$ cat src/rtl/uart_tx_fifo.sv
`default_nettype none
// +----------------------------------------------------------------------+
// | uart_tx_fifo : single-clock UART transmitter with transmit FIFO      |
// | Rev 1.0                                                              |
// +----------------------------------------------------------------------+
module uart_tx_fifo #(
  parameter int DATA_BITS    = 8,
  parameter int PARITY_MODE  = 2,
  parameter int STOP_BITS    = 1,
  parameter int CLKS_PER_BIT = 16,
  parameter int FIFO_DEPTH   = 4
) (
  input  logic                        pclk_i,
  input  logic                        prst_n_i,
  input  logic [DATA_BITS-1:0]        tx_pdata_i,
  input  logic                        tx_pdata_valid_i,
  output logic                        tx_pready_o,
  input  logic                        tx_en_i,
  output logic                        tx_sdata_o,
  output logic                        tx_busy_o,
  output logic [$clog2(FIFO_DEPTH):0] tx_fifo_count_o
);

  localparam int c_ptr_w  = $clog2(FIFO_DEPTH);
  localparam int c_cnt_w  = c_ptr_w + 1;
  localparam int c_baud_w = $clog2(CLKS_PER_BIT);
  localparam int c_idx_w  = $clog2(DATA_BITS);

  localparam logic [c_cnt_w-1:0]  c_full       = c_cnt_w'(FIFO_DEPTH);
  localparam logic [c_baud_w-1:0] c_baud_last  = c_baud_w'(CLKS_PER_BIT - 1);
  localparam logic [c_idx_w-1:0]  c_data_last  = c_idx_w'(DATA_BITS - 1);
  localparam logic [c_idx_w-1:0]  c_stop_last  = c_idx_w'(STOP_BITS - 1);
  localparam bit                  c_has_parity = (PARITY_MODE != 0);

  typedef enum logic [2:0] {
    S_IDLE   = 3'd0,
    S_START  = 3'd1,
    S_DATA   = 3'd2,
    S_PARITY = 3'd3,
    S_STOP   = 3'd4
  } state_t;

  logic [DATA_BITS-1:0] r_mem [FIFO_DEPTH];
  logic [c_ptr_w-1:0]   r_wr_ptr;
  logic [c_ptr_w-1:0]   r_rd_ptr;
  logic [c_cnt_w-1:0]   r_count;

  state_t               r_state;
  logic [c_baud_w-1:0]  r_baud;
  logic [c_idx_w-1:0]   r_bit_idx;
  logic [DATA_BITS-1:0] r_shift;
  logic                 r_parity;
  logic                 r_sdata;
  logic                 r_busy;

  logic                 w_push;
  logic                 w_pop;
  logic                 w_bit_end;
  logic                 w_frame_end;
  logic [DATA_BITS-1:0] w_head;
  logic                 w_head_parity;

  assign tx_pready_o     = (r_count != c_full);
  assign tx_fifo_count_o = r_count;
  assign tx_sdata_o      = r_sdata;
  assign tx_busy_o       = r_busy;

  assign w_head        = r_mem[r_rd_ptr];
  assign w_head_parity = (PARITY_MODE == 1) ? ^w_head : ~^w_head;
  assign w_push        = tx_pdata_valid_i && tx_pready_o;
  assign w_bit_end     = (r_baud == c_baud_last);
  assign w_frame_end   = (r_state == S_STOP) && w_bit_end && (r_bit_idx == c_stop_last);
  // The last stop cycle may chain straight into the next start bit.
  assign w_pop         = tx_en_i && (r_count != '0) &&
                         ((r_state == S_IDLE) || w_frame_end);

  always_ff @(posedge pclk_i or negedge prst_n_i) begin
    if (!prst_n_i) begin
      r_wr_ptr <= '0;
      r_rd_ptr <= '0;
      r_count  <= '0;
    end else begin
      if (w_push) r_wr_ptr <= r_wr_ptr + 1'b1;
      if (w_pop)  r_rd_ptr <= r_rd_ptr + 1'b1;
      case ({w_push, w_pop})
        2'b10:   r_count <= r_count + 1'b1;
        2'b01:   r_count <= r_count - 1'b1;
        default: ;
      endcase
    end
  end

  always_ff @(posedge pclk_i) begin
    if (w_push) r_mem[r_wr_ptr] <= tx_pdata_i;
  end

  always_ff @(posedge pclk_i or negedge prst_n_i) begin
    if (!prst_n_i) begin
      r_state   <= S_IDLE;
      r_baud    <= '0;
      r_bit_idx <= '0;
      r_shift   <= '0;
      r_parity  <= 1'b0;
      r_sdata   <= 1'b1;
      r_busy    <= 1'b0;
    end else if (w_pop) begin
      r_state   <= S_START;
      r_baud    <= '0;
      r_bit_idx <= '0;
      r_shift   <= w_head;
      r_parity  <= w_head_parity;
      r_sdata   <= 1'b0;
      r_busy    <= 1'b1;
    end else if (r_state != S_IDLE) begin
      if (!w_bit_end) begin
        r_baud <= r_baud + 1'b1;
      end else begin
        r_baud <= '0;
        case (r_state)
          S_START: begin
            r_state <= S_DATA;
            r_sdata <= r_shift[0];
          end
          S_DATA: begin
            if (r_bit_idx == c_data_last) begin
              r_bit_idx <= '0;
              if (c_has_parity) begin
                r_state <= S_PARITY;
                r_sdata <= r_parity;
              end else begin
                r_state <= S_STOP;
                r_sdata <= 1'b1;
              end
            end else begin
              r_bit_idx <= r_bit_idx + 1'b1;
              r_shift   <= r_shift >> 1;
              r_sdata   <= r_shift[1];
            end
          end
          S_PARITY: begin
            r_state <= S_STOP;
            r_sdata <= 1'b1;
          end
          S_STOP: begin
            if (r_bit_idx == c_stop_last) begin
              r_state   <= S_IDLE;
              r_bit_idx <= '0;
              r_busy    <= 1'b0;
            end else begin
              r_bit_idx <= r_bit_idx + 1'b1;
            end
          end
          default: begin
            r_state <= S_IDLE;
            r_sdata <= 1'b1;
            r_busy  <= 1'b0;
          end
        endcase
      end
    end
  end

endmodule
`default_nettype wire

$ cat config.mk
export PLATFORM = sky130hd
export DESIGN_NAME = uart_tx_fifo
export DESIGN_NICKNAME = d
export VERILOG_FILES = /design/src/rtl/uart_tx_fifo.sv
export SDC_FILE = /design/constraint.sdc
export NUM_CORES = 1
export LEC_CHECK = 0
export CORE_MARGIN = 8
export CORE_UTILIZATION = 66
export CTS_BUF_LIST = sky130_fd_sc_hd__clkbuf_8
export CTS_CLUSTER_DIAMETER = 80
export DETAILED_ROUTE_END_ITERATION = 8
export GPL_TIMING_DRIVEN = 0
export PLACE_DENSITY = 0.95
export SLEW_MARGIN = 20
export SYNTH_ARGS = -nofsm -noshare
export SYNTH_HDL_FRONTEND = slang
export SYNTH_SLANG_ARGS = --single-unit
$ cat constraint.sdc
create_clock -name pclk_i -period 4.4 [get_ports pclk_i]
set_input_delay 0.88 -clock pclk_i [delete_from_list [all_inputs] [get_ports pclk_i]]
set_output_delay 0.88 -clock pclk_i [all_outputs]
set_load 0.005 [all_outputs]
**Word level (Yosys, flattened, before mapping)**

Memories as Yosys holds them, arrays and structs flattened.
Index checks and enable logic that the tools add are counted.

- Logic and storage cells: 86
- Input bits: 12
- Memory bits (read-only): 0
- Register bits after elaboration: 28
- RAM bits: 32
- Bits in latches: 0
- Memories: 1

- Multiplexer cells: 33
- $add $sub $neg: 6
- Div/mod/pow operators: 0
- Eq/ne operators: 14
- Reductions and logical operators: 22
- Order comparisons: 0
- $mul: 0
- Shifts and indexed selects: 0
- Bitwise gates (word level): 0

Memories:

| name | depth | bits a word | read ports | clocked after Yosys merged registers in | write ports | line | source |
|---|---|---|---|---|---|---|---|
| r_mem | 4 | 8 | 1 | 0 | 1 | 43 | `logic [DATA_BITS-1:0] r_mem [FIFO_DEPTH];` |

Operator list:

| cell | number |
|---|---|
| two-way mux 8 bit | 5 |
| two-way mux 3 bit | 10 |
| two-way mux 4 bit | 3 |
| case mux 3 bit (2 select lines) | 2 |
| case mux 3 bit (4 select lines) | 1 |
| AND reduction 4 bit | 3 |
| two-way mux 1 bit | 10 |
| nonzero test 3 bit | 3 |
| nonzero test 2 bit | 4 |
| XNOR reduction 8 bit | 1 |
| adder 3 x 1 -> 3 bit (second input constant) | 2 |
| == test 3 x 2 -> 1 bit (second input constant) | 2 |
| == test 3 bit (second input constant) | 2 |
| zero test 3 bit | 2 |
| inequality test 3 bit (second input constant) | 2 |
| AND reduction 3 bit | 2 |
| logical AND 1 bit | 5 |
| adder 2 x 1 -> 2 bit (second input constant) | 2 |
| adder 4 x 1 -> 4 bit (second input constant) | 1 |
| == test 4 bit (second input constant) | 1 |
| inequality test 2 bit (second input constant) | 2 |
| == test 3 x 1 -> 1 bit (second input constant) | 1 |
| inequality test 3 x 2 -> 1 bit (second input constant) | 1 |
| case mux 1 bit (3 select lines) | 1 |
| other kinds (7) | 7 |

**Logic depth before layout (Yosys ltp)**

Gate-level depths: netlist (run 1).

- Word-level depth: 7
- Gate-level depth with buffers: 14
- Depth with buffers taken out: 12

**Worst setup path after synthesis (run 1)**

OpenSTA, ideal clock, no wires.

- Path kind: input -> register
- From: input port tx_en_i
- To: register r_count[2], in the netlist tx_fifo_count_o[2]
- Slack: 1667 ps
- Required time: 4321 ps
- Stages: 12
- Setup time: 79 ps
- Arrival time: 2654 ps
- Path through: o31a_1 -> nand2_1 -> or2_1 -> buf_6 -> inv_2 -> buf_6 -> ha_1 -> inv_1 -> fa_1 -> xor2_1 -> nor2_1 -> xor2_1

- Word-level cells in the longest chain between the ends: 4

Ends and longest elaborated chain:

| element | line | source |
|---|---|---|
| start, declared | 18 | `input logic tx_en_i,` |
| logical AND 1 bit (*) (2 in a row) | 74 | `assign w_pop = tx_en_i && (r_count != '0) &&` |
| via w_pop | 57 | `logic w_pop;` |
| == test 2 x 1 -> 1 bit / == test 2 bit (equally long branches) | 85 | `case ({w_push, w_pop})` |
| case mux 3 bit (2 select lines) / nonzero test 2 bit (equally long branches) | - |  |
| end signal, assigned | 86 | `2'b10: r_count <= r_count + 1'b1;` |
| end signal, assigned | 87 | `2'b01: r_count <= r_count - 1'b1;` |
| end, declared | 46 | `logic [c_cnt_w-1:0] r_count;` |

The timed path passes the listed nets; every way through them passes the cells marked *.
A chain may end at the register's enable or synchronous reset.

**Worst setup path after layout (run 1)**

Ends and elaborated chain as after synthesis.

==> flow_metrics.py, run 1 <==
metrics = {
    "synthesis": {
        "ys_ff_latch": 60,
        "ys.flop_type": "edfxtp_1",
        "synth_top_area_share_pct": 34.16,
        "async_reset_ff_share_pct": 46.67,
        "synth_area_leader_cell": "edfxtp_1",
        "syn_inst": 211,
        "ys_top_cells_by_area": "edfxtp_1 34%, dfrtp_1 24%, mux4_1 4.7%",
        "avgSynthCellArea_um2": 13.33,
        "synth.cell_area_mm2": 0.002813,
        "synth_cell_type_count": 40,
        "ys_seq_area_share_pct": 59.12,
        "yosys_warnings": 0,
        "mappedNetlistNets": 233,
        "synth-edff-count": 32,
    },
    "global_route": {
        "met1_usage_pct": 21.63,
        "grt_pass1_wl_mm": 9.370,
        "track_usage_pct": 19.15,
        "grt_util_met2_pct": 32.54,
        "grt_max_degree": 29,
        "antenna_found_initial": 0,
        "busiest_layer": "met2",
        "grt_use_met3_pct": 5.408,
        "grt_overflow": 0,
        "grt_pass1_vias": 1871,
    },
    "worst_setup_path": {
        "cp-startpoint": "tx_en_i",
        "crit_type": "input port to flop",
        "r2r_cells": 13,
        "critPathArrivalTime_ns": 3.37,
        "r2r_start": "r_baud[0]$_DFFE_PN0N_",
        "startpoint_type": "input port",
        "reg2reg_slack_ns": 1.64,
        "crit_required_ns": 4.65,
        "crit_fanout": 10,
        "timing.rr.end": "tx_fifo_count_o[2]$_DFFE_PN0P_",
        "cp-end-kind": "flop",
    },
    "final_layout": {
        "syn_to_final_growth_pct": 13.75,
        "multi_input_area_mm2": 0.001049,
        "n_fill_cell": 221,
        "n_antenna_cell": 0,
        "instances_no_fill": 294,
        "layout.area.seq_mm2": 0.001663,
        "final_util_pct": 78.85,
        "final_cell_mix": "32 x edfxtp_1, 27 x dfrtp_1, 24 x nand2_1, 16 x clkdlybuf4s50_1, 15 x o21ai_0",
        "final_common_cell": "edfxtp_1",
        "nNetsFinal": 261,
        "drive_above_1_share_pct": 11.48,
    },
    "timing": {
        "relSlewSlack_pct": 57.18,
        "finalMaxSlewViolations": 0,
        "fin_crit_ns": 3.112,
        "fin_crit_sh_pct": 70.74,
        "rsz0062_at_grt": "false",
        "worst_pin_slew_ns": 0.6423,
        "hold_viol_final": 0,
        "setup_violations": 0,
        "max_freq_ghz": 0.3213,
        "finClkSkew_ns": 0.005278,
        "fin_setup_tns_ns": 0,
    },
    "route": {
        "wl_mm": 5.680,
        "routed_via_density": 6.116,
        "drc": 0,
        "drt_pass1_iterations": 4,
        "drtIter0Drc": 100,
        "drtAntennaViolNets": 0,
        "vias": 1798,
        "post_drt_wl_per_cell_um": 19.32,
    },
    "clocking": {
        "cts_buffers": 9,
        "cts_max_path_buffers": 2,
        "cts_setup_buffers": 0,
        "cts_tree": "done",
        "cts_resized": 0,
        "clock-sinks": 60,
        "htreeDepth": 3,
        "clk_pin_slew_ns": 0.07,
        "holdBufCountCts": 0,
        "clk_latency_ns": 0.33,
        "cts_root_buf": "clkbuf_8",
    },
    "hold_path": {
        "hold_path.class": "flop to flop",
        "hp-start": "tx_sdata_o$_DFFE_PN1P_",
        "holdPathEnd": "tx_sdata_o$_DFFE_PN1P_",
        "worstHoldPathCells": 2,
    },
    "floorplan": {
        "ios": 18,
        "start_util_pct": 69.32,
        "die_height_um": 81.28,
        "core_area_mm2": 0.004058,
        "dieArea_mm2": 0.006606,
        "placement_rows": 23,
        "dieWidth_um": 81.28,
    },
    "run_status": {
        "status": "complete, no violations",
    },
    "place": {
        "dp_hpwl_mm": 3.812,
        "port_buffers": 17,
        "globalplace.congestion": 0.8200,
        "placed_cells": 278,
    },
    "power": {
        "leakagePower_nw": 1.277,
        "power.density_mw_per_mm2": 674.1,
        "vdd_ir_drop_max_mv": 0.4821,
    },
    "flow_run": {
        "maxCapViolCount": 0,
    },
}
## routing by layer
| metal | vias to the layer above | routed length [µm] |
|---|---|---|
| met3 | 16 | 211 |
| met4 | 0 | 144 |
| met5 | - | 0 |
| met1 | 894 | 2314 |
| met2 | 55 | 3010 |
| li1 | 833 | - |
## per-stage QoR
step / hold WS (ns) / worst slack, ns / total power [W] / instance area [µm²]
floorplan: 0.4492 / 1.667 / 0.001505 / 2813
global placement: 0.4582 / 1.044 / 0.001676 / 3045
detailed placement: 0.4704 / 0.9705 / 0.001736 / 3040
CTS: 0.4809 / 1.305 / 0.002161 / 3199
global route: 0.5040 / 1.164 / 0.002292 / 3199
finish: 0.4777 / 1.288 / 0.002157 / 3199
## worst max-delay path, stage by stage
cell	delay (ns)
clkdlybuf4s50_1	0.48
o31a_1	0.19
nand2_1	0.11
or2_1	0.26
buf_6	0.14
inv_2	0.07
buf_6	0.17
ha_1	0.21
inv_1	0.06
fa_1	0.37
xor2_1	0.15
nor2_1	0.12
xor2_1	0.16
## flip-flops by register name (all words and copies together), names as in the netlist, 2 cells and up
register,count
r_state,3
r_shift,8
r_mem,32
r_baud,4
r_wr_ptr,2
r_rd_ptr,2
tx_fifo_count_o,3
r_bit_idx,3
## how the worst max path moves through the flow
stage	end	slack, ns
after floorplan	tx_fifo_count_o[2]$_DFFE_PN0P_	1.67
after global placement	tx_fifo_count_o[2]$_DFFE_PN0P_	1.04
after detailed placement	tx_fifo_count_o[2]$_DFFE_PN0P_	0.97
after CTS	tx_fifo_count_o[2]$_DFFE_PN0P_	1.30
after global routing	tx_fifo_count_o[2]$_DFFE_PN0P_	1.16
final	tx_fifo_count_o[2]$_DFFE_PN0P_	1.29
## cells by family after synthesis
logic type	synth area share, %
simple gates	8.497
flops	59.12
buf+inv	3.603
xor+xnor	4.360
fa+ha+maj	4.715
compound gates	7.918
mux	11.79
## synthesized netlist by cell type (5+ instances only)
library cell	number
mux4_1	5
edfxtp_1	32
nand3_1	6
mux2i_1	11
and3_1	5
nand2_1	24
inv_1	10
dfrtp_1	27
o21ai_0	15
a21oi_1	9
xnor2_1	11
ha_1	9
nor2_1	6
## area by class of cell
type | instances | area share [%]
well taps | 50 | 1.955
multi-input cells | 133 | 32.77
clock inverters | 7 | 1.095
inverters | 11 | 1.291
plain buffers | 7 | 1.877
clock buffers | 9 | 3.872
flip-flops and latches | 60 | 51.97
repair buffers | 17 | 5.162
## report_power, final
| group | leakage (nW) | internal (W) | total [W] | switching (W) |
|---|---|---|---|---|
| Sequential | 0.628 | 0.000780 | 0.000903 | 0.000124 |
| Combinational | 0.561 | 0.000408 | 0.000844 | 0.000436 |
| Clock | 0.0874 | 0.000196 | 0.000410 | 0.000214 |
No activity file was read; power rests on OpenSTA's default activity.
==> run 2: changes to the inputs <==
CORE_UTILIZATION = 61   (was 66)
PLACE_DENSITY = 0.94   (was 0.95)
clock period = 3 ns   (was 4.4 ns; I/O delays follow)
==> run 2 against run 1 <==
  * Non-clock buffer count grew 1
  * Clock skew grew 0.00065 ns
  * Design area grew 1.2%
  * Clock power grew 65%
  * Via count shrank 0.83%
  * Die area grew 6.6%
  * Critical endpoint unchanged
==> flow_metrics.py, run 2 (synthesized netlist as in run 1, its figures left out) <==
metrics = {
    "route": {
        "drc": 0,
        "routed_via_density": 6.003,
        "drt_pass1_iterations": 4,
        "drtIter0Drc": 84,
        "wl_mm": 5.216,
        "vias": 1783,
        "post_drt_wl_per_cell_um": 17.56,
        "drtAntennaViolNets": 0,
    },
    "place": {
        "placed_cells": 280,
        "globalplace.congestion": 0.8018,
        "port_buffers": 17,
        "dpl_cell_area_mm2": 0.003043,
        "dp_hpwl_mm": 3.627,
    },
    "worst_setup_path": {
        "cp-startpoint": "tx_en_i",
        "startpoint_type": "input port",
        "r2r_start": "r_baud[0]$_DFFE_PN0N_",
        "crit_family": "buffers and inverters",
        "cp-end-kind": "flop",
        "crit_fanout": 10,
        "reg2reg_slack_ns": 0.25,
        "r2r_cells": 13,
        "crit_required_ns": 3.25,
        "path_cells": "clkdlybuf4s50_1 -> o31a_1 -> nand2_1 -> or2_1 -> buf_6 -> inv_2 -> buf_6 -> ha_1 -> inv_1 -> fa_1 -> xor2_1 -> nor2_1 -> xor2_1",
        "critPathArrivalTime_ns": 3.07,
        "critPathBufInv": 5,
        "crit_slowest_cell": "clkdlybuf4s50_1",
        "timing.rr.end": "tx_fifo_count_o[2]$_DFFE_PN0P_",
        "slowest_delay_ns": 0.50,
        "crit_type": "input port to flop",
    },
    "floorplan": {
        "ios": 18,
        "dieWidth_um": 83.91,
        "start_util_pct": 63.72,
        "placement_rows": 24,
        "dieArea_mm2": 0.007040,
        "core_area_mm2": 0.004414,
        "die_height_um": 83.91,
    },
    "timing": {
        "finClkSkew_ns": 0.005926,
        "relSlewSlack_pct": 56.96,
        "hold_ws_ns": 0.2935,
        "fin_setup_tns_ns": 0,
        "fin_crit_ns": 2.819,
        "fin_crit_sh_pct": 93.96,
        "worst_pin_slew_ns": 0.6456,
        "max_freq_ghz": 0.3548,
        "hold_viol_final": 0,
        "finalMaxSlewViolations": 0,
        "setup_violations": 0,
        "rsz0062_at_grt": "false",
    },
    "global_route": {
        "grt_pass1_wl_mm": 8.466,
        "antenna_found_initial": 0,
        "grt_overflow": 0,
        "grt_pass1_vias": 1799,
        "grt_max_degree": 29,
        "track_usage_pct": 15.12,
    },
    "final_layout": {
        "final_cell_mix": "32 x edfxtp_1, 27 x dfrtp_1, 24 x nand2_1, 16 x clkdlybuf4s50_1, 15 x o21ai_0",
        "largestRegisters": "r_mem: 32 flops, r_shift: 8 flops, r_baud: 4 flops",
        "fin_area_mm2": 0.003238,
        "n_antenna_cell": 0,
        "largest_register_ffs": 32,
        "largest-register": "r_mem",
        "drive_above_1_share_pct": 11.02,
        "nNetsFinal": 262,
        "final_common_cell": "edfxtp_1",
        "instances_no_fill": 297,
        "syn_to_final_growth_pct": 15.12,
    },
    "hold_path": {
        "hold_path.class": "input port to async pin",
    },
    "clocking": {
        "cts_tree": "done",
        "cts_root_buf": "clkbuf_8",
        "holdBufCountCts": 0,
        "cts_max_path_buffers": 2,
        "htreeDepth": 3,
        "clk_pin_slew_ns": 0.06,
        "clk_latency_ns": 0.33,
        "cts_buffers": 9,
        "clock-sinks": 60,
    },
    "power": {
        "leakagePower_nw": 1.302,
        "power.density_mw_per_mm2": 994.5,
        "vdd_ir_drop_max_mv": 0.5851,
        "power.total_w": 0.003220,
    },
    "flow_run": {
        "maxCapViolCount": 0,
    },
    "run_status": {
        "status": "complete, no violations",
    },
}
[run 2: cell count changes in the layout (fill, tap and decap cells not counted)]
cell,previous run,this run
inv_1,11,13
clkinvlp_4,1,0
buf_4,0,1
clkbuf_8,10,11
clkinv_2,4,1
bufinv_16,0,1
[run 2: area by class of cell]
cell class	count	area [µm²]
buffer	7	60.06
clock buffer	10	137.6
clock inverter	6	50.05
fill	280	1176
inverter	11	41.29
multi-input combinational	133	1049
sequential	60	1663
tap	52	65.06
timing repair buffer	18	172.7
[run 2: stage by stage]
step	setup WS, ns	util [%]
2_1_floorplan	0.5468	-
3_3_place_gp	-0.1161	69.05
3_5_place_dp	-0.1670	68.93
4_1_cts	0.1687	73.19
5_1_grt	0.01970	73.36
6_report	0.1813	73.36
[run 2: worst max-delay path by stage]
stage	end	depth (start not counted)
after floorplan	tx_fifo_count_o[2]$_DFFE_PN0P_	12
final	tx_fifo_count_o[2]$_DFFE_PN0P_	13
after global placement	tx_fifo_count_o[2]$_DFFE_PN0P_	13
after detailed placement	tx_fifo_count_o[2]$_DFFE_PN0P_	13
after global routing	tx_fifo_count_o[2]$_DFFE_PN0P_	13
after CTS	tx_fifo_count_o[2]$_DFFE_PN0P_	13
[run 2: worst reg2reg max path: stages (launching register included)]
cell      delay, ns
dfrtp_1        0.39
ha_1           0.26
and3_1         0.28
a21boi_1       0.11
or2_1          0.23
buf_6          0.15
inv_2          0.08
buf_6          0.16
ha_1           0.19
inv_1          0.06
fa_1           0.37
xor2_1         0.15
nor2_1         0.11
xor2_1         0.15
[run 2: where the power goes]
part / leakage [nW] / internal (W) / switching, W / total, W
sequential: 0.628 / 0.00114 / 0.000174 / 0.00132
combinational: 0.566 / 0.000602 / 0.000623 / 0.00122
clock: 0.107 / 0.000393 / 0.000284 / 0.000677
total: 1.30 / 0.00214 / 0.00108 / 0.00322
[run 2: layer usage]
| layer | wire [µm] | vias to the layer above | track usage [%] |
|---|---|---|---|
| met3 | 232 | 10 | 5.371 |
| met1 | 2077 | 896 | 16.02 |
| met5 | 0 | - | 0 |
| li1 | - | 829 | - |
| met4 | 62 | 0 | 6.436 |
| met2 | 2843 | 48 | 26.39 |
[run 2: timing repair]
| action | in CTS | in global routing |
|---|---|---|
| resized for setup | 0 | 0 |
| setup endpoints to repair | 0 | 1 |
| buffers inserted | 0 | 1 |
==> run 3: changes to the inputs <==
CORE_UTILIZATION = 42   (was 61)
PLACE_DENSITY = 0.72   (was 0.94)
REMOVE_ABC_BUFFERS = 1   (was default)
clock period = 3.6 ns   (was 3 ns; I/O delays follow)
==> run 3 against run 2 <==
  * Sequential cell count is the same
  * Global-route usage shrank 4.3 points
  * Die area grew 36%
  * Critical endpoint unchanged
==> flow_metrics.py, run 3 (synthesized netlist as in run 1, its figures left out) <==
metrics = {
    "worst_setup_path": {
        "critPathArrivalTime_ns": 3.31,
        "cp-end-kind": "flop",
        "startpoint_type": "input port",
        "crit_slowest_cell": "clkdlybuf4s50_1",
        "crit_fanout": 11,
        "crit_required_ns": 3.85,
        "path_cells": "clkdlybuf4s50_1 -> o31a_1 -> nand2_1 -> or2_1 -> inv_2 -> ha_1 -> inv_1 -> fa_1 -> xor2_1 -> nor2_1 -> xor2_1",
        "slowest_delay_ns": 0.47,
        "cpMostUsedCell": "xor2_1",
        "crit_type": "input port to flop",
    },
    "final_layout": {
        "drive_above_1_share_pct": 9.705,
        "n_antenna_cell": 0,
        "syn_to_final_growth_pct": 12.94,
        "largest_register_ffs": 32,
        "largestRegisters": "r_mem: 32 flops, r_shift: 8 flops, r_baud: 4 flops",
        "final_common_cell": "edfxtp_1",
        "nNetsFinal": 254,
        "largest-register": "r_mem",
        "final_cell_mix": "32 x edfxtp_1, 27 x dfrtp_1, 24 x nand2_1, 16 x clkdlybuf4s50_1, 15 x o21ai_0",
    },
    "timing": {
        "hold_ws_ns": 0.4097,
        "fin_setup_tns_ns": 0,
        "relSlewSlack_pct": 57.85,
        "finalMaxSlewViolations": 0,
        "setup_violations": 0,
        "rsz0062_at_grt": "false",
        "finClkSkew_ns": 0.009501,
        "fin_crit_ns": 3.057,
        "hold_viol_final": 0,
        "fin_crit_sh_pct": 84.92,
        "worst_pin_slew_ns": 0.6323,
        "max_freq_ghz": 0.3271,
    },
    "place": {
        "port_buffers": 17,
        "dp_hpwl_mm": 3.294,
        "globalplace.congestion": 0.7554,
    },
    "clocking": {
        "clk_pin_slew_ns": 0.07,
        "cts_tree": "done",
        "cts_max_path_buffers": 2,
        "cts_buffers": 9,
        "cts_resized": 0,
        "holdBufCountCts": 0,
        "clock-sinks": 60,
        "cts_root_buf": "clkbuf_8",
        "htreeDepth": 3,
        "clk_latency_ns": 0.32,
        "cts_setup_buffers": 0,
    },
    "route": {
        "vias": 1652,
        "drt_pass1_iterations": 6,
        "drtIter0Drc": 60,
        "routed_via_density": 5.211,
        "post_drt_wl_per_cell_um": 14.74,
        "drtAntennaViolNets": 0,
        "wl_mm": 4.674,
        "drc": 0,
    },
    "flow_run": {
        "maxCapViolCount": 0,
    },
    "floorplan": {
        "core_area_mm2": 0.006644,
        "dieArea_mm2": 0.009572,
        "dieWidth_um": 97.84,
        "ios": 18,
        "placement_rows": 30,
        "start_util_pct": 42.34,
        "die_height_um": 97.84,
    },
    "power": {
        "leakagePower_nw": 1.247,
        "power.density_mw_per_mm2": 795.8,
        "p_seq_share_pct": 45.2,
        "clkPwrFrac_pct": 19.4,
        "switching_share_pct": 34.48,
        "internal-power_w": 0.001656,
        "p_sw_w": 0.0008718,
        "vdd_ir_drop_max_mv": 0.4063,
        "combPwrFrac_pct": 35.4,
    },
    "global_route": {
        "grt_pass1_wl_mm": 8.266,
        "antenna_found_initial": 0,
        "grt_max_degree": 29,
        "grt_pass1_vias": 1759,
        "track_usage_pct": 10.82,
        "grt_overflow": 0,
    },
    "run_status": {
        "status": "complete, no violations",
    },
    "hold_path": {
        "hold_path.class": "input port to async pin",
    },
}
[run 3: cell types whose count changed in the layout (fill, tap and decap cells not counted), moves of 2 or more]
cell / delta
clkbuf_1: -2
buf_6: -3
inv_1: -2
clkinv_2: +3
clkbuf_8: -2
[run 3: layout make-up]
class | instances | area [µm²]
inverter | 11 | 41.29
timing repair buffer | 17 | 165.2
fill | 589 | 3467
clock inverter | 7 | 35.03
clock buffer | 9 | 123.9
multi-input combinational | 133 | 1049
sequential | 60 | 1663
tap | 80 | 100.1
[run 3: power by group through the flow]
stage / clock network (W) / registers, W / logic, W
floorplan: 0 / 0.00111 / 0.000696
global placement: 0 / 0.00115 / 0.000876
detailed placement: 0 / 0.00116 / 0.000908
CTS: 0.000503 / 0.00115 / 0.000911
global route: 0.000533 / 0.00118 / 0.00100
finish: 0.000491 / 0.00114 / 0.000895
[run 3: worst paths after layout]
path,depth (start not counted),end,startpoint,slack [ns]
max in group asynchronous,1,r_shift[5]$_DFFE_PN0P_,prst_n_i,2.77
worst min-delay path,1,r_state[1]$_DFFE_PN0P_,prst_n_i,0.41
worst min register to register,2,r_shift[6]$_DFFE_PN0P_,r_shift[6]$_DFFE_PN0P_,0.48
min in group pclk_i,2,r_shift[6]$_DFFE_PN0P_,r_shift[6]$_DFFE_PN0P_,0.48
worst max-delay path,11,tx_fifo_count_o[2]$_DFFE_PN0P_,tx_en_i,0.54
worst max register to register,11,tx_fifo_count_o[2]$_DFFE_PN0P_,r_baud[0]$_DFFE_PN0N_,0.81
[run 3: worst max-delay path: cells and delay by family]
family                     cells  cell delay (ns)
buffers and inverters          3             0.82
and+or+nand+nor                3             0.63
adders and majority gates      2             0.62
xor gates and xnor gates       2             0.29
AOI/OAI and AO/OA              1             0.23
[run 3: stage by stage]
| stage | utilization, % | instances | total power [W] | area (µm²) | setup WS [ns] |
|---|---|---|---|---|---|
| after floorplan | - | 204 | 0.001802 | 2753 | 1.012 |
| final | 47.82 | 317 | 0.002528 | 3177 | 0.5428 |
| after CTS | 47.82 | 317 | 0.002563 | 3177 | 0.5461 |
| after global routing | 47.82 | 317 | 0.002717 | 3177 | 0.3579 |
| after detailed placement | 45.42 | 301 | 0.002069 | 3018 | 0.1989 |
| after global placement | 45.50 | 301 | 0.002025 | 3023 | 0.2306 |
[run 3: routing by layer]
metal  share of wire (%)  global-route usage [%]  routed length [µm]  vias up
li1                    -                       -                   -      811
met1                  45                   12.13                2100      809
met2                  49                   18.28                2308       27
met3                 4.8                   3.627                 224        5
met4                0.88                   4.796                  41        0
met5                   0                       0                   0        -
==> RTL edit 1 (config.mk and constraints of run 2) <==
The parameter `CLKS_PER_BIT` goes from 16 to 32.
--- a/src/rtl/uart_tx_fifo.sv
+++ b/src/rtl/uart_tx_fifo.sv
@@ -7,7 +7,7 @@
   parameter int DATA_BITS    = 8,
   parameter int PARITY_MODE  = 2,
   parameter int STOP_BITS    = 1,
-  parameter int CLKS_PER_BIT = 16,
+  parameter int CLKS_PER_BIT = 32,
   parameter int FIFO_DEPTH   = 4
 ) (
   input  logic                        pclk_i,
Formal check against the unedited RTL: same outputs for any inputs over 10 cycles, from zero or initial values and one cycle with prst_n_i low; that may be too few to reach the edited logic, so the function may still have changed.
==> RTL edit 1 against run 2 <==
Wire length up 1.0%. Sequential cell count up 1. Area after synthesis up 1.1%. Cell area up 3.1%. Register-to-register slack better by 40 ps. Clock skew up 1.6 ps. Synthesized cell count up 2.8%. Worst setup slack better by 100 ps. Sequential share of layout area down 0.77 points.
Power is not compared: it rests on default switching activity, and its combinational part moved more than twofold at a synthesized area within 25%.
==> RTL edit 1: results (changes against run 2) <==
[layout]
diodes=0  ; unchanged
reg_top3=r_mem: 32 flops, r_shift: 8 flops, r_baud: 5 flops
layout-drive-gt1-share=0.139  ; +0.0287
fin_nets=270  ; +3.1%

[worst_setup_path]
r2r_slack_ps=290  ; +40 ps
crit_arrival_ps=2990  ; -80 ps
cp_max_fo=10  ; unchanged

[yosys]
synthTopCellsByCount=edfxtp_1 (32), dfrtp_1 (28), a21oi_1 (15), nand2_1 (14), nor2_1 (13)
ys_seq_area_frac=0.594  ; +0.00256
synth_nets=240  ; +3.0%
synth_compound_area_frac=0.0907  ; +0.0115
synth_xor_xnor_area_share=0.0462  ; +0.00262
netlist_top_cells_area=edfxtp_1 (34%), dfrtp_1 (25%), mux4_2 (6.3%)
synth_cell_types=42  ; +5.0%
synth-adder-area-share=0.0511  ; +0.00390
synthMuxAreaShare=0.103  ; -0.0153
synthArstFlopShare=0.475  ; +0.00874

[placement]
dp_hpwl_um=3650  ; +0.76%
routabilityCongestion=0.839  ; +4.7%

[timing]
tightest_slew_ps=691  ; +45.6 ps
skew_ps=7.54  ; +1.62 ps
hold_ws_ps=270  ; -23.8 ps

[routing]
initialDrtViolationCount=100  ; +19%
post_drt_wl_per_cell_um=17.2  ; -1.9%
vias=1808  ; +1.4%

[clocking]
clock_latency_ps=350  ; +20 ps

[grt]
grt_pass1_wl_um=8660  ; +2.3%
grt_usage=0.159  ; +0.00761
grt_max_degree=30  ; +3.4%
grt_pass1_vias=1912  ; +6.3%

[run_status]
status=finished clean

[pwr]
ir_drop_uv=499

[RTL edit 1: cells by family (layout without fill, tap and decap cells)]
logic type,after synthesis,count (layout)
flip-flops,61,61
AND/OR/NAND/NOR,50,50
AO/OA/AOI/OAI,40,40
buffers and inverters,21,56
multiplexers,19,19
XOR/XNOR,15,15
adder cells (fa/ha/maj),11,11
[RTL edit 1: report_power, final]
| group | internal (mW) | switching, mW |
|---|---|---|
| clock network | 0.555 | 0.343 |
| logic | 0.170 | 0.198 |
| registers | 1.01 | 0.0610 |
| total | 1.74 | 0.602 |
[RTL edit 1: critical path, stage by stage]
cell             delay [ps]
clkdlybuf4s50_1         480
o31a_1                  280
nand2_1                 170
a21oi_4                 190
buf_4                   220
ha_1                    200
inv_1                    60
fa_1                    370
xor2_1                  150
nor2_1                  110
xor2_1                  140
[RTL edit 1: what timing repair did]
action / CTS / global route
setup endpoints to repair: 0 / 1
buffers inserted: 0 / 2
gates resized for setup: 0 / 0
[RTL edit 1: layout make-up]
| class | count | area [µm²] |
|---|---|---|
| Sequential cell | 61 | 1690 |
| Timing Repair Buffer | 19 | 180 |
| Clock buffer | 9 | 124 |
| Clock inverter | 7 | 123 |
| Inverter | 12 | 45.0 |
| Fill cell | 303 | 1260 |
| Tap cell | 54 | 67.6 |
| Multi-Input combinational cell | 135 | 1060 |
| Buffer | 9 | 47.5 |
[RTL edit 1: through the flow]
stage	instances	setup slack (ps)	setup TNS, ps	instance area, µm²	total power, mW
6_report	306	284	0	3340	2.34
3_3_place_gp	288	-189	-195	3080	1.43
5_1_grt	306	104	0	3340	2.43
4_1_cts	304	99.0	0	3320	2.36
2_1_floorplan	217	457	0	2840	1.30
3_5_place_dp	288	-255	-329	3080	1.47
[RTL edit 1: path summary, 6_finish.rpt]
path / startpoint / endpoint / cells past startpoint
max: tx_en_i / tx_fifo_count_o[2]$_DFFE_PN0P_ / 11
min: prst_n_i / r_state[2]$_DFFE_PN0P_ / 1
max reg2reg: r_baud[0]$_DFFE_PN0N_ / tx_fifo_count_o[2]$_DFFE_PN0P_ / 12
min reg2reg: r_parity$_DFFE_PN0P_ / r_parity$_DFFE_PN0P_ / 1
max in group asynchronous: prst_n_i / r_shift[2]$_DFFE_PN0P_ / 1
min in group pclk_i: r_parity$_DFFE_PN0P_ / r_parity$_DFFE_PN0P_ / 1
[RTL edit 1: metal layers]
metal  vias to the layer above  global-route usage  part of all wire
li1                        854                   -                 -
met1                       896               0.163              0.41
met2                        40               0.258              0.51
met5                         -                   0                 0
met3                        18              0.0552             0.045
met4                         0               0.124             0.030
==> RTL edit 2 (flow settings as in run 2) <==
Without the edit above. Register the output `tx_fifo_count_o` once more, without a reset; this adds one clock of latency there. The other outputs are not delayed to match.
--- a/src/rtl/uart_tx_fifo.sv
+++ b/src/rtl/uart_tx_fifo.sv
@@ -61,7 +61,9 @@
   logic                 w_head_parity;
 
   assign tx_pready_o     = (r_count != c_full);
-  assign tx_fifo_count_o = r_count;
+  always_ff @(posedge pclk_i) begin
+    tx_fifo_count_o <= r_count;
+  end
   assign tx_sdata_o      = r_sdata;
   assign tx_busy_o       = r_busy;
 
Function: changed (Yosys sat finds a counterexample within 4 cycles, from zero or initial values and one cycle with prst_n_i low).
==> RTL edit 2 against run 2 <==
Sequential share of layout area grew 1.2 points. Critical path depth shrank 2. Clock skew is essentially flat. Cell area up 1.3%. Die area shrank 0.51%. Worst hold slack worse by 33 ps. Count of clock-buffer cells in the layout shrank 1. Worst setup slack got worse by 130 ps. Wire length rose by 14%. Sequential cell count up 3. Area after synthesis is 0.62% lower. Highest routed layer unchanged.
Power is not compared: it rests on default switching activity, and its combinational part moved more than twofold at a synthesized area within 25%.
==> RTL edit 2: results (changes against run 2) <==
[run_status]
status=finished clean

[worst_setup_path]
rr_worst_depth=11  ; -2
crit_arrival_ps=3180  ; +110 ps

[yosys]
synthTopCellsByCount=edfxtp_1 (32), dfrtp_1 (27), nand2_1 (21), nor2_1 (13), o21ai_0 (11)
synthCells=211  ; unchanged
synthArstFlopShare=0.444  ; -0.0222
synth_nets=233  ; unchanged
ys_seq_area_frac=0.616  ; +0.0252
ys_warn_count=0  ; unchanged
netlist_top_cells_area=edfxtp_1 (34%), dfrtp_1 (24%), mux4_2 (6.4%)
synth_cell_types=41  ; +2.5%

[timing]
skew_ps=6.24  ; +0.312 ps
maxSlewHeadroom=0.591  ; +0.0216

[placement]
routabilityCongestion=0.827  ; +3.1%
dp_slack_ps=-286  ; -119 ps
dp_hpwl_um=3920  ; +8.1%
dpl-instance-area_um2=3030  ; -0.58%

[grt]
grt_usage=0.176  ; +0.0251
grt_max_degree=29  ; unchanged
grt_pass1_vias=1864  ; +3.6%
grt_pass1_wl_um=9650  ; +14%

[routing]
vias_per_cell=6.05  ; +0.73%
initialDrtViolationCount=152  ; +81%
post_drt_wl_per_cell_um=20.0  ; +14%
wl_um=5950  ; +14%
drt_first_pass_iters=4  ; unchanged

[min_path]
hold_class=primary input to async pin

[clocking]
clockBufferDepth=2  ; unchanged
clock_latency_ps=350  ; +20 ps
root_buffer=clkbuf_8
cts.clk_slew.worst_paths_ps=70

[layout]
layout-drive-gt1-share=0.143  ; +0.0327

==> RTL edit 2: timing repair <==
action	CTS	global route
endpoints found under the setup margin	1	1
pin swaps	0	0
endpoints found under the hold margin	0	0
setup buffers	0	1
hold buffers	0	0
resized for setup	3	2
==> RTL edit 2: area by class of cell <==
type	instances	area, µm²
inverter	8	30.0
buffer	8	47.5
timing repair buffer	18	173
multi-input combinational	132	1020
clock inverter	7	103
tap	52	65.1
clock buffer	9	124
fill	250	1100
sequential	63	1720
==> RTL edit 2: kinds of logic (layout without fill, tap and decap cells) <==
group | after synthesis | count (layout) | synth area share
AOI/OAI and AO/OA | 33 | 33 | 0.0712
and+or+nand+nor | 57 | 57 | 0.0945
buffers and inverters | 16 | 50 | 0.0255
xor gates and xnor gates | 13 | 13 | 0.0407
adders and majority gates | 10 | 10 | 0.0474
DFF | 63 | 63 | 0.616
muxes | 19 | 19 | 0.104
==> RTL edit 2: final timing paths <==
path	end	slack, ps	start
worst min-delay path	r_state[0]$_DFFE_PN0P_	260	prst_n_i
min in group pclk_i	tx_fifo_count_o[1]$_DFF_P_	450	r_count[1]$_DFFE_PN0P_
max in group asynchronous	r_shift[4]$_DFFE_PN0P_	2340	prst_n_i
worst max register to register	r_count[2]$_DFFE_PN0P_	50	r_baud[0]$_DFFE_PN0N_
worst max-delay path	r_count[2]$_DFFE_PN0P_	50	r_baud[0]$_DFFE_PN0N_
worst min register to register	tx_fifo_count_o[1]$_DFF_P_	450	r_count[1]$_DFFE_PN0P_
==> RTL edit 2: where the power goes <==
group          internal [mW]  switching (mW)
sequential              1.06          0.0746
combinational          0.179           0.216
clock                  0.476           0.355
total                   1.72           0.646
==> RTL edit 2: worst max-delay path: stages (launching register included) <==
cell and delay, ps:
dfrtp_1 430, ha_2 260, nand3_2 150, or2_1 310
a21oi_4 270, buf_6 190, ha_1 230, inv_1 90
fa_1 410, xor2_1 240, nor2_1 90, xor2_1 160
==> RTL edit 2: per-layer routing <==
layer	wire [µm]	vias to the layer above	track usage	part of all wire
met5	0	-	0	0
met2	3110	55	0.300	0.52
met4	126	0	0.0895	0.021
li1	-	823	-	-
met3	303	14	0.0547	0.051
met1	2410	904	0.192	0.41
